`config.mk`:
```
export PLATFORM = sky130hd
export DESIGN_NAME = ps2_keycode_rx
export DESIGN_NICKNAME = d
export VERILOG_FILES = /design/src/rtl/ps2_keycode_rx_pkg.sv /design/src/rtl/ps2_keycode_rx_scan2usage.sv /design/src/rtl/ps2_keycode_rx.sv
export SDC_FILE = /design/constraint.sdc
export NUM_CORES = 1
export LEC_CHECK = 0
export CAP_MARGIN = 10
export CORE_MARGIN = 2
export CORE_UTILIZATION = 41
export DETAILED_ROUTE_END_ITERATION = 8
export PLACE_DENSITY_LB_ADDON = 0.3
export SETUP_SLACK_MARGIN = 0.3
export SYNTH_ARGS = -nofsm -noshare
export SYNTH_HDL_FRONTEND = slang
export SYNTH_SLANG_ARGS = --single-unit
export TNS_END_PERCENT = 1
```
`constraint.sdc`:
```
create_clock -name Clk -period 2.85 [get_ports Clk]
set_clock_uncertainty 0.15 [all_clocks]
set_input_delay 0.57 -clock Clk [delete_from_list [all_inputs] [get_ports Clk]]
set_output_delay 0.57 -clock Clk [all_outputs]
set_load 0.05 [all_outputs]
```
`src/rtl/ps2_keycode_rx_pkg.sv`:
```
// Shared types and constants for the PS/2 keyboard front end of the tank controller.
package tank_kbd_pkg;

  typedef enum logic [1:0] {
    IDLE,
    DATA,
    PARITY,
    STOP
  } rx_state_e;

  localparam logic [7:0] BYTE_BREAK = 8'hF0;
  localparam logic [7:0] BYTE_EXT   = 8'hE0;

  localparam logic [15:0] KEY_W     = 16'h001A;
  localparam logic [15:0] KEY_A     = 16'h0004;
  localparam logic [15:0] KEY_S     = 16'h0016;
  localparam logic [15:0] KEY_D     = 16'h0007;
  localparam logic [15:0] KEY_SPACE = 16'h002C;
  localparam logic [15:0] KEY_ENTER = 16'h0028;

  // PS/2 frames use odd parity over the data byte plus the parity bit.
  function automatic logic odd_parity_ok(input logic [7:0] data, input logic par);
    return ^{data, par};
  endfunction

endpackage

```
`src/rtl/ps2_keycode_rx_scan2usage.sv`:
```
// Combinational scan-code set 2 to USB HID usage lookup for the supported keys.
module ps2_scan2usage
  import tank_kbd_pkg::*;
(
  input  logic [7:0] code,
  output logic [7:0] usage,
  output logic       hit
);

  always_comb begin
    usage = '0;
    hit   = 1'b1;
    case (code)
      8'h1D:   usage = KEY_W[7:0];
      8'h1C:   usage = KEY_A[7:0];
      8'h1B:   usage = KEY_S[7:0];
      8'h23:   usage = KEY_D[7:0];
      8'h29:   usage = KEY_SPACE[7:0];
      8'h5A:   usage = KEY_ENTER[7:0];
      default: hit   = 1'b0;
    endcase
  end

endmodule

```
`src/rtl/ps2_keycode_rx.sv`:
```
// PS/2 keyboard receiver: frames bytes off the device lines and tracks the held mapped key.
module ps2_keycode_rx
  import tank_kbd_pkg::*;
#(
  parameter int unsigned TIMEOUT_CYCLES = 50000,
  parameter int unsigned SYNC_STAGES    = 2
) (
  input  logic        Clk,
  input  logic        Reset,
  input  logic        ps2_clk,
  input  logic        ps2_data,
  output logic [15:0] keycode,
  output logic        key_event,
  output logic        frame_err
);

  localparam int unsigned TW = $clog2(TIMEOUT_CYCLES + 1);

  rx_state_e              state_q, state_d;
  logic [SYNC_STAGES-1:0] clk_sync_q, clk_sync_d;
  logic [SYNC_STAGES-1:0] data_sync_q, data_sync_d;
  logic                   clk_prev_q, clk_prev_d;
  logic [2:0]             bit_cnt_q, bit_cnt_d;
  logic [7:0]             shift_q, shift_d;
  logic                   parity_q, parity_d;
  logic [TW-1:0]          tmo_q, tmo_d;
  logic                   break_pend_q, break_pend_d;
  logic                   ext_pend_q, ext_pend_d;
  logic [15:0]            keycode_q, keycode_d;
  logic                   key_event_q, key_event_d;
  logic                   frame_err_q, frame_err_d;

  logic       clk_cur, data_cur, fall, timeout, accept, err, mapped;
  logic [7:0] usage;
  logic       hit;

  ps2_scan2usage u_map (
    .code  (shift_q),
    .usage (usage),
    .hit   (hit)
  );

  assign clk_cur  = clk_sync_q[SYNC_STAGES-1];
  assign data_cur = data_sync_q[SYNC_STAGES-1];
  assign fall     = clk_prev_q & ~clk_cur;
  assign mapped   = hit & ~ext_pend_q;

  always_comb begin
    clk_sync_d  = clk_sync_q;
    data_sync_d = data_sync_q;
    clk_sync_d[0]  = ps2_clk;
    data_sync_d[0] = ps2_data;
    for (int unsigned i = 1; i < SYNC_STAGES; i++) begin
      clk_sync_d[i]  = clk_sync_q[i-1];
      data_sync_d[i] = data_sync_q[i-1];
    end
  end

  always_comb begin
    state_d      = state_q;
    clk_prev_d   = clk_cur;
    bit_cnt_d    = bit_cnt_q;
    shift_d      = shift_q;
    parity_d     = parity_q;
    tmo_d        = tmo_q;
    break_pend_d = break_pend_q;
    ext_pend_d   = ext_pend_q;
    keycode_d    = keycode_q;
    frame_err_d  = 1'b0;
    accept       = 1'b0;
    err          = 1'b0;

    // An edge always clears the counter, so it beats a coincident timeout.
    if (state_q == IDLE || fall) tmo_d = '0;
    else                         tmo_d = tmo_q + TW'(1);
    timeout = (state_q != IDLE) && !fall && (tmo_q == TW'(TIMEOUT_CYCLES - 1));

    case (state_q)
      IDLE: begin
        if (fall && !data_cur) begin
          state_d   = DATA;
          bit_cnt_d = '0;
        end
      end
      DATA: begin
        if (fall) begin
          shift_d   = {data_cur, shift_q[7:1]};
          bit_cnt_d = bit_cnt_q + 3'd1;
          if (bit_cnt_q == 3'd7) state_d = PARITY;
        end
      end
      PARITY: begin
        if (fall) begin
          parity_d = data_cur;
          state_d  = STOP;
        end
      end
      STOP: begin
        if (fall) begin
          state_d = IDLE;
          if (data_cur && odd_parity_ok(shift_q, parity_q)) accept = 1'b1;
          else                                               err    = 1'b1;
        end
      end
      default: state_d = IDLE;
    endcase

    if (timeout) begin
      state_d   = IDLE;
      shift_d   = '0;
      bit_cnt_d = '0;
      tmo_d     = '0;
      err       = 1'b1;
    end

    if (err) begin
      frame_err_d  = 1'b1;
      break_pend_d = 1'b0;
      ext_pend_d   = 1'b0;
    end

    if (accept) begin
      if (shift_q == BYTE_BREAK) begin
        break_pend_d = 1'b1;
      end else if (shift_q == BYTE_EXT) begin
        ext_pend_d = 1'b1;
      end else begin
        if (mapped) begin
          if (!break_pend_q)                       keycode_d = {8'h00, usage};
          else if (keycode_q == {8'h00, usage})    keycode_d = '0;
        end
        break_pend_d = 1'b0;
        ext_pend_d   = 1'b0;
      end
    end

    key_event_d = (keycode_d != keycode_q);
  end

  always_ff @(posedge Clk) begin
    if (Reset) begin
      state_q      <= IDLE;
      clk_sync_q   <= '1;
      data_sync_q  <= '1;
      clk_prev_q   <= 1'b1;
      bit_cnt_q    <= '0;
      shift_q      <= '0;
      parity_q     <= 1'b0;
      tmo_q        <= '0;
      break_pend_q <= 1'b0;
      ext_pend_q   <= 1'b0;
      keycode_q    <= '0;
      key_event_q  <= 1'b0;
      frame_err_q  <= 1'b0;
    end else begin
      state_q      <= state_d;
      clk_sync_q   <= clk_sync_d;
      data_sync_q  <= data_sync_d;
      clk_prev_q   <= clk_prev_d;
      bit_cnt_q    <= bit_cnt_d;
      shift_q      <= shift_d;
      parity_q     <= parity_d;
      tmo_q        <= tmo_d;
      break_pend_q <= break_pend_d;
      ext_pend_q   <= ext_pend_d;
      keycode_q    <= keycode_d;
      key_event_q  <= key_event_d;
      frame_err_q  <= frame_err_d;
    end
  end

  assign keycode   = keycode_q;
  assign key_event = key_event_q;
  assign frame_err = frame_err_q;

endmodule

```
* Yosys cells after proc, flatten, opt, wreduce, memory -nomap -nowiden
Index checks and enable logic that the tools add are counted.
** Storage, ports and cells
- Output and inout port bits :: 18
- Register bits after elaboration :: 55
** Operators by class
- Reductions and logical operators :: 18
- Equal/unequal tests :: 20
- Multiplexer cells :: 33
- $add $sub $neg :: 2
- Bitwise logic cells :: 4
** Operator list (number)
- 16-bit 2-to-1 mux :: 6
- 6-bit case mux with 6 select lines :: 1
- 8-bit by 5-bit == test with 1-bit output (second input constant) :: 3
- 1-bit 2-to-1 mux :: 17
- 16-bit by 1-bit adder with 16-bit output (second input constant) :: 1
- 16-bit == test (second input constant) :: 1
- 16-bit by 8-bit == test with 1-bit output :: 1
- 8-bit by 6-bit == test with 1-bit output (second input constant) :: 2
- 8-bit == test (second input constant) :: 2
- 16-bit != test :: 1
- 2-bit 2-to-1 mux :: 5
- 9-bit parity :: 1
- 8-bit by 7-bit == test with 1-bit output (second input constant) :: 1
- 2-bit != test (second input constant) :: 4
- 2-bit case mux with 4 select lines :: 1
- 3-bit 2-to-1 mux :: 2
- 3-bit case mux with 2 select lines :: 1
- 6-bit OR reduction :: 1
- 5-bit AND reduction :: 1
- 2-bit == test (second input constant) :: 2
- 1-bit logical AND :: 4
- 2-bit AND reduction :: 2
- 2-bit nonzero test :: 2
- 3-bit by 1-bit adder with 3-bit output (second input constant) :: 1
- 11 further kinds :: 14

* Logic depth before layout (Yosys ltp)
Gate-level depths: netlist (run 1).
- Depth in word-level cells :: 10
- Depth in mapped cells :: 9

* By module
Synthesis (run 1) repeated with hierarchy kept, for this count alone.
** Unflattened totals
- Cell total of the unflattened synthesis :: 297
- Area, all modules :: 2602.5 µm²
** Modules (own cells, without submodules)
- ps2_keycode_rx :: cells each 270, times used 1, area each 2406.1 µm²
- ps2_scan2usage :: cells each 27, times used 1, area each 196.4 µm²

* Worst setup path before layout (run 1)
OpenSTA, ideal clock, no wires.
- Kind :: flip-flop to flip-flop
- From :: reg shift_q[1]
- To :: reg key_event_q (netlist: key_event)
- Data arrival time :: 2.229 ns
- Cell stages (with the launch flop) :: 7
- Path slack :: 0.335 ns
- Setup time :: 0.136 ns
- Data required time :: 2.564 ns
- Buffers on the path :: 0
- Path through :: dfxtp_1 -> xor2_1 -> xnor3_1 -> mux2i_1 -> or4_1 -> a222oi_1 -> a311oi_1
** Between the ends
- Cells in the longest elaborated chain, start to end :: 10
- Elaborated cells on any way between the ends :: 25
- Those cells by class :: eq/ne: 10; mux: 11; bitwise: 1; reduce/logical: 3
** Ends and longest elaborated chain
- start, declared :: RTL line ps2_keycode_rx.sv:24 : logic [7:0] shift_q, shift_d;
- start signal, assigned :: RTL line ps2_keycode_rx.sv:161 : shift_q <= shift_d;
- 8-bit by 7-bit == test with 1-bit output, or another cell as far along :: RTL line ps2_keycode_rx_scan2usage.sv:13 : case (code)
- 6-bit case mux with 6 select lines :: RTL line ps2_keycode_rx_scan2usage.sv:13
- 16-bit by 8-bit == test with 1-bit output :: RTL line ps2_keycode_rx.sv:130 : else if (keycode_q == {8'h00, usage}) keycode_d = '0;
- 16-bit 2-to-1 mux :: RTL line ps2_keycode_rx.sv:130
- 16-bit 2-to-1 mux :: RTL line ps2_keycode_rx.sv:129 : if (!break_pend_q) keycode_d = {8'h00, usage};
- 16-bit 2-to-1 mux :: RTL line ps2_keycode_rx.sv:128 : if (mapped) begin
- 16-bit 2-to-1 mux :: RTL line ps2_keycode_rx.sv:125 : end else if (shift_q == BYTE_EXT) begin
- 16-bit 2-to-1 mux :: RTL line ps2_keycode_rx.sv:123 : if (shift_q == BYTE_BREAK) begin
- 16-bit 2-to-1 mux (*) :: RTL line ps2_keycode_rx.sv:122 : if (accept) begin
- 16-bit != test (*) :: RTL line ps2_keycode_rx.sv:137 : key_event_d = (keycode_d != keycode_q);
- end signal, assigned :: RTL line ps2_keycode_rx.sv:167 : key_event_q <= key_event_d;
- end, declared :: RTL line ps2_keycode_rx.sv:30 : logic key_event_q, key_event_d;
Mark *: on every way between the ends. The rest lies on a longest branch, timed or not.
A chain may end at the register's enable or synchronous reset.

* Worst setup path after layout (run 1)
- From :: reg shift_q[4]
- To :: reg key_event_q (netlist: key_event)
Same word-level chain as after synthesis.

==> run_results.csv, run 1 <==
group,metric,value,unit
critical_path,rrSetupSlack,0.23,ns
cells_and_area,antenna_cells,0,
timing,finalWorstSetupSlack,0.2333,ns
logic_synthesis,synth_ff_type,"dfxtp_1",
floorplanning,core-area,6719,um2
critical_path,setup.worst_path.end_class,"flop",
floorplanning,start_util,41.84,%
cells_and_area,nFillCells,638,
floorplanning,pin_count,22,
grt,grt_usage,17.77,%
clock_network,clockBufferDepth,2,
cells_and_area,multiInputGateArea,1678,um2
run_status,outcome,"finished, final reports clean",
clock_network,cts_sinks,55,
power_and_ir_drop,power.leakage,1.169,nW
timing,slew_headroom,64.43,%
cells_and_area,area_delta_synth_final,20.07,%
cells_and_area,stdcell_count,444,
timing,min_period,2.617,ns
detailed_routing,dr.pass1.iters,4,
power_and_ir_drop,power_switching,0.3715,mW
logic_synthesis,synth.avg_cell_area,8.494,um2
critical_path,arrival,2.68,ns
clock_network,clockRootBuffer,"clkbuf_8",
detailed_routing,drc_errors,0,
logic_synthesis,yosysWarnings,0,
hold_path,min_path_type,"flop to flop",
logic_synthesis,synth-seq-cells,55,
critical_path,critPathMaxFanout,10,
clock_network,h-tree-depth,2,
logic_synthesis,synth-edff-count,0,
placed_design,place_inst,431,
floorplanning,rows,30,
power_and_ir_drop,total_power,1.389,mW
power_and_ir_drop,seqPwrFrac,57.2,%
cells_and_area,fin_nets,374,
placed_design,post-place-ws,0.04831,ns
power_and_ir_drop,p_clk_share,30.4,%
logic_synthesis,yosys-top-cells-area,"dfxtp_1 39%, nor2_1 4.9%, a21oi_1 4.8%",
detailed_routing,num_vias,2465,
cells_and_area,drive_gt1_share,14.01,%
timing,whs,0.2739,ns
logic_synthesis,syn_nets,342,
timing,fin_tns_setup,0,ns
detailed_routing,via_per_inst,5.552,
detailed_routing,wl_per_cell,13.99,um
grt,antenna_found_initial,0,
logic_synthesis,yosys.area.top_type,"dfxtp_1",
logic_synthesis,ys_seq_area_share,39.16,%
power_and_ir_drop,powerDensity,411.4,nW/um2
flow_run,maxCapViolCount,0,
timing,slew_violations,0,
floorplanning,die_height,86.81,um
logic_synthesis,syn-cell-area,2811,um2
grt,grt_max_degree,26,
critical_path,startpoint_type,"flop",
timing,finalSetupViolations,0,
timing,min_period_over_period,91.82,%
placed_design,gp_congestion,0.9499,
detailed_routing,ant_nets,0,
placed_design,dpl.hpwl,4.445,mm
logic_synthesis,ys_types,59,
timing,rsz0062_at_grt,"yes",
power_and_ir_drop,internal_power,1.017,mW
detailed_routing,routed_wl,6.213,mm
critical_path,worstPathRequired,2.91,ns
timing,worstMarginPinSlew,0.5336,ns
timing,hold_viol_final,0,
clock_network,clk_pin_slew,0.09,ns
grt,grt_pass1_vias,2445,
power_and_ir_drop,comb_power_share,12.4,%
grt,grt_pass1_wl,10.91,mm
clock_network,cts_hold_buf,0,
logic_synthesis,synth.top_cell.area_share,39.16,%
clock_network,tritoncts,"built",
detailed_routing,drt_iter0_markers,156,
power_and_ir_drop,vdd_drop_max,0.2884,mV
floorplanning,die-area,7536,um2
critical_path,criticalPathCategory,"flop to flop",
grt,grt_remaining_overflow,0,
power_and_ir_drop,p_sw_share,26.75,%
timing,timing.fmax,382.2,MHz
placed_design,port_buffers,21,
clock_network,cts_buffers,5,
logic_synthesis,async_flop_share,0,%
floorplanning,die_x,86.81,um
clock_network,insertion_delay,0.31,ns
logic_synthesis,netlist_instances,331,
cells_and_area,seq_area,1115,um2
state kept, by name (all words and copies together) (netlist names):
| name | flops |
|---|---|
| keycode | 16 |
| tmo_q | 16 |
| shift_q | 8 |
| bit_cnt_q | 3 |
| clk_sync_q | 2 |
| data_sync_q | 2 |
| state_q | 2 |
| break_pend_q | 1 |
| clk_prev_q | 1 |
| ext_pend_q | 1 |
| frame_err | 1 |
| key_event | 1 |
| parity_q | 1 |
final timing paths:
path | startpoint | endpoint | cells after the start
max | shift_q[4]$_SDFFE_PP0P_ | key_event$_SDFF_PP0_ | 8
min | data_sync_q[0]$_SDFF_PP1_ | data_sync_q[1]$_SDFF_PP1_ | 1
max reg2reg | shift_q[4]$_SDFFE_PP0P_ | key_event$_SDFF_PP0_ | 8
min reg2reg | data_sync_q[0]$_SDFF_PP1_ | data_sync_q[1]$_SDFF_PP1_ | 1
kinds of logic after synthesis:
kind of cell / Yosys count / synth area share, %
AOI/OAI and AO/OA: 69 / 15.40
xor gates and xnor gates: 21 / 7.566
adders and majority gates: 7 / 3.115
buffers and inverters: 25 / 4.183
DFF: 55 / 39.16
muxes: 3 / 1.068
and+or+nand+nor: 151 / 29.51
Yosys cell counts, drive strengths merged (6+ instances only):
library cell and n:
xor2 9, ha 7, nor3 7, xnor2 10, dfxtp 55, nor3b 11
a21oi 27, clkbuf 9, inv 9, and3 6, nand3 22, o21ai 16
nor2b 6, nor2 38, buf 7, or2 7, nand2 21
cell usage in the layout (no fill, tap or decap), types with 3 or more instances in the layout:
cell type        instances
xnor2_1                 10
nor4_1                   3
nor4b_1                  3
and3_1                   6
xor2_1                   9
inv_1                    9
nand3b_1                 3
ha_1                     7
nor2b_1                  4
dfxtp_1                 50
a211oi_1                 3
buf_4                   19
or4_1                    3
or3_1                    4
nand2_1                 21
nor2_1                  37
dfxtp_4                  3
nand3_1                 22
nor3b_1                 10
clkdlybuf4s50_1         21
mux2i_1                  3
nor3_1                   6
nand4b_1                 3
a21oi_1                 26
nand2b_1                 3
or2_2                    5
o21ai_0                 16
clkbuf_8                 5
per-layer routing:
metal  wire length (um)  up-vias  global-route usage [%]  part of all wire [%]
met1               2960     1147                   23.38                    48
met3                257       12                   3.619                   4.1
met4                111        0                   5.824                   1.8
li1                   -     1245                       -                     -
met5                  0        -                       0                     0
met2               2884       61                   29.08                    46
power groups by stage:
stage / logic (mW) / clock network (mW) / registers (mW)
5_1_grt: 0.193 / 0.470 / 0.797
6_report: 0.172 / 0.422 / 0.795
3_5_place_dp: 0.172 / 0 / 0.815
2_1_floorplan: 0.127 / 0 / 0.812
3_3_place_gp: 0.168 / 0 / 0.816
4_1_cts: 0.174 / 0.435 / 0.795
layout make-up:
| cell class | instances | share of cell area (%) |
|---|---|---|
| Sequential cell | 55 | 33.02 |
| Multi-Input combinational cell | 251 | 49.70 |
| Timing Repair Buffer | 41 | 10.79 |
| Tap cell | 80 | 2.965 |
| Inverter | 9 | 1.001 |
| Clock buffer | 6 | 2.150 |
| Clock inverter | 2 | 0.3706 |
worst max-delay path, stage by stage (launching register included):
cell and delay [ns]:
dfxtp_4 0.45, buf_4 0.14, nand2b_1 0.06, or4_1 0.47, a32oi_1 0.21, nand4_1 0.10
o41a_1 0.47, or2_0 0.23, a311oi_1 0.23
stage by stage:
step	util (%)	area (um2)
floorplan	-	2811
global placement	46.89	3151
detailed placement	46.89	3151
CTS	50.24	3376
global route	50.24	3376
finish	50.24	3376
timing repair:
item,CTS,global route
gates resized for setup,23,0
setup buffers,5,0
setup endpoints to repair,17,17
pin swaps,5,1
(Power assumes the default switching activity.)
==> run 2: changes to the inputs <==
- CAP_MARGIN: 10 -> not set
- CELL_PAD_IN_SITES_DETAIL_PLACEMENT: not set -> 0
- CELL_PAD_IN_SITES_GLOBAL_PLACEMENT: not set -> 1
- CTS_CLUSTER_DIAMETER: not set -> 30
==> run 2 against run 1 <==
Effect of this change: first-iteration DRC count is 3.2% higher; non-clock buffer count is 2 higher; global-route usage is 0.31 points lower; final area is 1.8% higher; largest power group unchanged.
==> run_results.csv, run 2 (synthesis results as in run 1) <==
group,metric,value,unit
floorplanning,pin_count,22,
floorplanning,rows,30,
cells_and_area,final_cell_area,3437,um2
timing,timing.fmax,381.5,MHz
critical_path,cp_num_cells,8,
hold_path,min_path_type,"flop to flop",
hold_path,worstHoldPathCells,1,
cells_and_area,antenna_cells,0,
critical_path,startpoint_type,"flop",
timing,finalWorstSetupSlack,0.2288,ns
detailed_routing,ant_nets,0,
critical_path,reg2reg_from,"shift_q[5]$_SDFFE_PP0P_",
clock_network,clockRootBuffer,"clkbuf_8",
flow_run,maxCapViolCount,0,
critical_path,cp_cell_sequence,"buf_6 > nand2b_4 > or4_1 > a32oi_1 > nand4_1 > o41a_1 > or2_0 > a311oi_1",
clock_network,insertion_delay,0.31,ns
cells_and_area,final_common_cell,"dfxtp_1",
timing,slew_violations,0,
critical_path,cpPeakStageDelay,0.50,ns
detailed_routing,dr.pass1.iters,7,
clock_network,clk_pin_slew,0.10,ns
cells_and_area,final_cell_mix,"50 x dfxtp_1, 36 x nor2_1, 26 x a21oi_1, 22 x nand3_1",
timing,rsz0062_at_grt,"yes",
grt,grt_pass1_wl,10.61,mm
placed_design,post-place-ws,0.1103,ns
critical_path,arrival,2.69,ns
grt,grt_max_degree,26,
critical_path,critPathMaxFanout,7,
clock_network,cts_sinks,55,
power_and_ir_drop,vdd_drop_max,0.2643,mV
floorplanning,die-area,7536,um2
timing,slew_headroom,63.63,%
detailed_routing,drc_errors,0,
clock_network,h-tree-depth,2,
critical_path,criticalPathCategory,"flop to flop",
detailed_routing,drt_iter0_markers,161,
cells_and_area,fin_util,51.15,%
timing,whs,0.2704,ns
hold_path,hold_path_end,"data_sync_q[1]$_SDFF_PP1_",
timing,min_period_over_period,91.97,%
floorplanning,die_height,86.81,um
cells_and_area,drive_gt1_share,15.53,%
clock_network,clockBufferDepth,2,
critical_path,cpLargestDelayFamily,"simple AND/OR/NAND/NOR gates",
timing,worstMarginPinSlew,0.5455,ns
floorplanning,start_util,41.84,%
floorplanning,die_x,86.81,um
hold_path,worstHoldStart,"data_sync_q[0]$_SDFF_PP1_",
timing,finalSetupViolations,0,
critical_path,worstPathRequired,2.92,ns
critical_path,critPathSlowestCell,"or4_1",
timing,min_period,2.621,ns
critical_path,rrSetupSlack,0.23,ns
grt,grt_pass1_vias,2289,
placed_design,dpl.hpwl,4.478,mm
detailed_routing,num_vias,2550,
critical_path,reg2regPathDepth,8,
floorplanning,core-area,6719,um2
grt,grt_remaining_overflow,0,
power_and_ir_drop,powerDensity,441.1,nW/um2
detailed_routing,routed_wl,6.678,mm
cells_and_area,area_delta_synth_final,22.25,%
clock_network,cts_buffers,5,
critical_path,r2r_end,"key_event$_SDFF_PP0_",
critical_path,setup.worst_path.end_class,"flop",
timing,fin_tns_setup,0,ns
run_status,outcome,"finished, final reports clean",
cells_and_area,multiInputGateArea,1684,um2
clock_network,tritoncts,"built",
cells_and_area,seq_area,1115,um2
placed_design,port_buffers,21,
cells_and_area,fin_nets,377,
critical_path,worst-path-buf-inv,1,
detailed_routing,wl_per_cell,14.94,um
cells_and_area,nFillCells,643,
power_and_ir_drop,power.leakage,1.207,nW
grt,antenna_found_initial,0,
grt,grt_usage,17.46,%
placed_design,gp_congestion,0.9218,
detailed_routing,via_per_inst,5.705,
placed_design,placedInstanceArea,3151,um2
timing,hold_viol_final,0,
[run 2: changes by cell type in the layout (fill, tap and decap cells not counted), sizes merged]
cell      change
buf           +2
a2111o        +1
bufinv        +1
clkinv        -1
clkinvlp      -1
inv           +1
[run 2: repair_timing]
item,in CTS,in global routing
hold buffers,0,0
buffers inserted,1,6
gates resized for setup,12,19
pin swaps,2,7
gates cloned,0,1
endpoints found under the setup margin,17,17
hold endpoints to repair,0,0
[run 2: how the worst max path moves through the flow]
| stage | endpoint | slack, ns | startpoint |
|---|---|---|---|
| floorplan | key_event$_SDFF_PP0_ | 0.33 | shift_q[1]$_SDFFE_PP0P_ |
| global placement | keycode[0]$_SDFF_PP0_ | 0.14 | shift_q[4]$_SDFFE_PP0P_ |
| detailed placement | key_event$_SDFF_PP0_ | 0.11 | shift_q[4]$_SDFFE_PP0P_ |
| CTS | key_event$_SDFF_PP0_ | 0.27 | shift_q[1]$_SDFFE_PP0P_ |
| global route | key_event$_SDFF_PP0_ | 0.16 | shift_q[5]$_SDFFE_PP0P_ |
| finish | key_event$_SDFF_PP0_ | 0.23 | shift_q[5]$_SDFFE_PP0P_ |
[run 2: per-layer routing]
metal | routed length, um | vias to the layer above | share of wire (%) | track usage [%]
met5 | 0 | - | 0 | 0
met4 | 142 | 0 | 2.1 | 7.102
met3 | 360 | 14 | 5.4 | 3.333
met2 | 3011 | 79 | 45 | 26.72
met1 | 3164 | 1198 | 47 | 24.13
li1 | - | 1259 | - | -
[run 2: layout make-up]
cell class                 instances  share of cell area (%)
multi-input combinational        252                   49.00
tap                               80                   2.912
inverter                           9                  0.9829
timing repair buffer              43                   11.14
clock buffer                       6                   2.403
clock inverter                     2                   1.129
sequential                        55                   32.44
[run 2: report_power, final]
group          internal, mW  switching [mW]
Clock                 0.290           0.267
Sequential            0.782          0.0125
Combinational        0.0551           0.110
[run 2: through the flow]
stage / total power, mW / cells
floorplan: 0.9393 / 331
global placement: 0.9762 / 431
detailed placement: 0.9793 / 431
CTS: 1.528 / 440
global route: 1.577 / 447
finish: 1.516 / 447
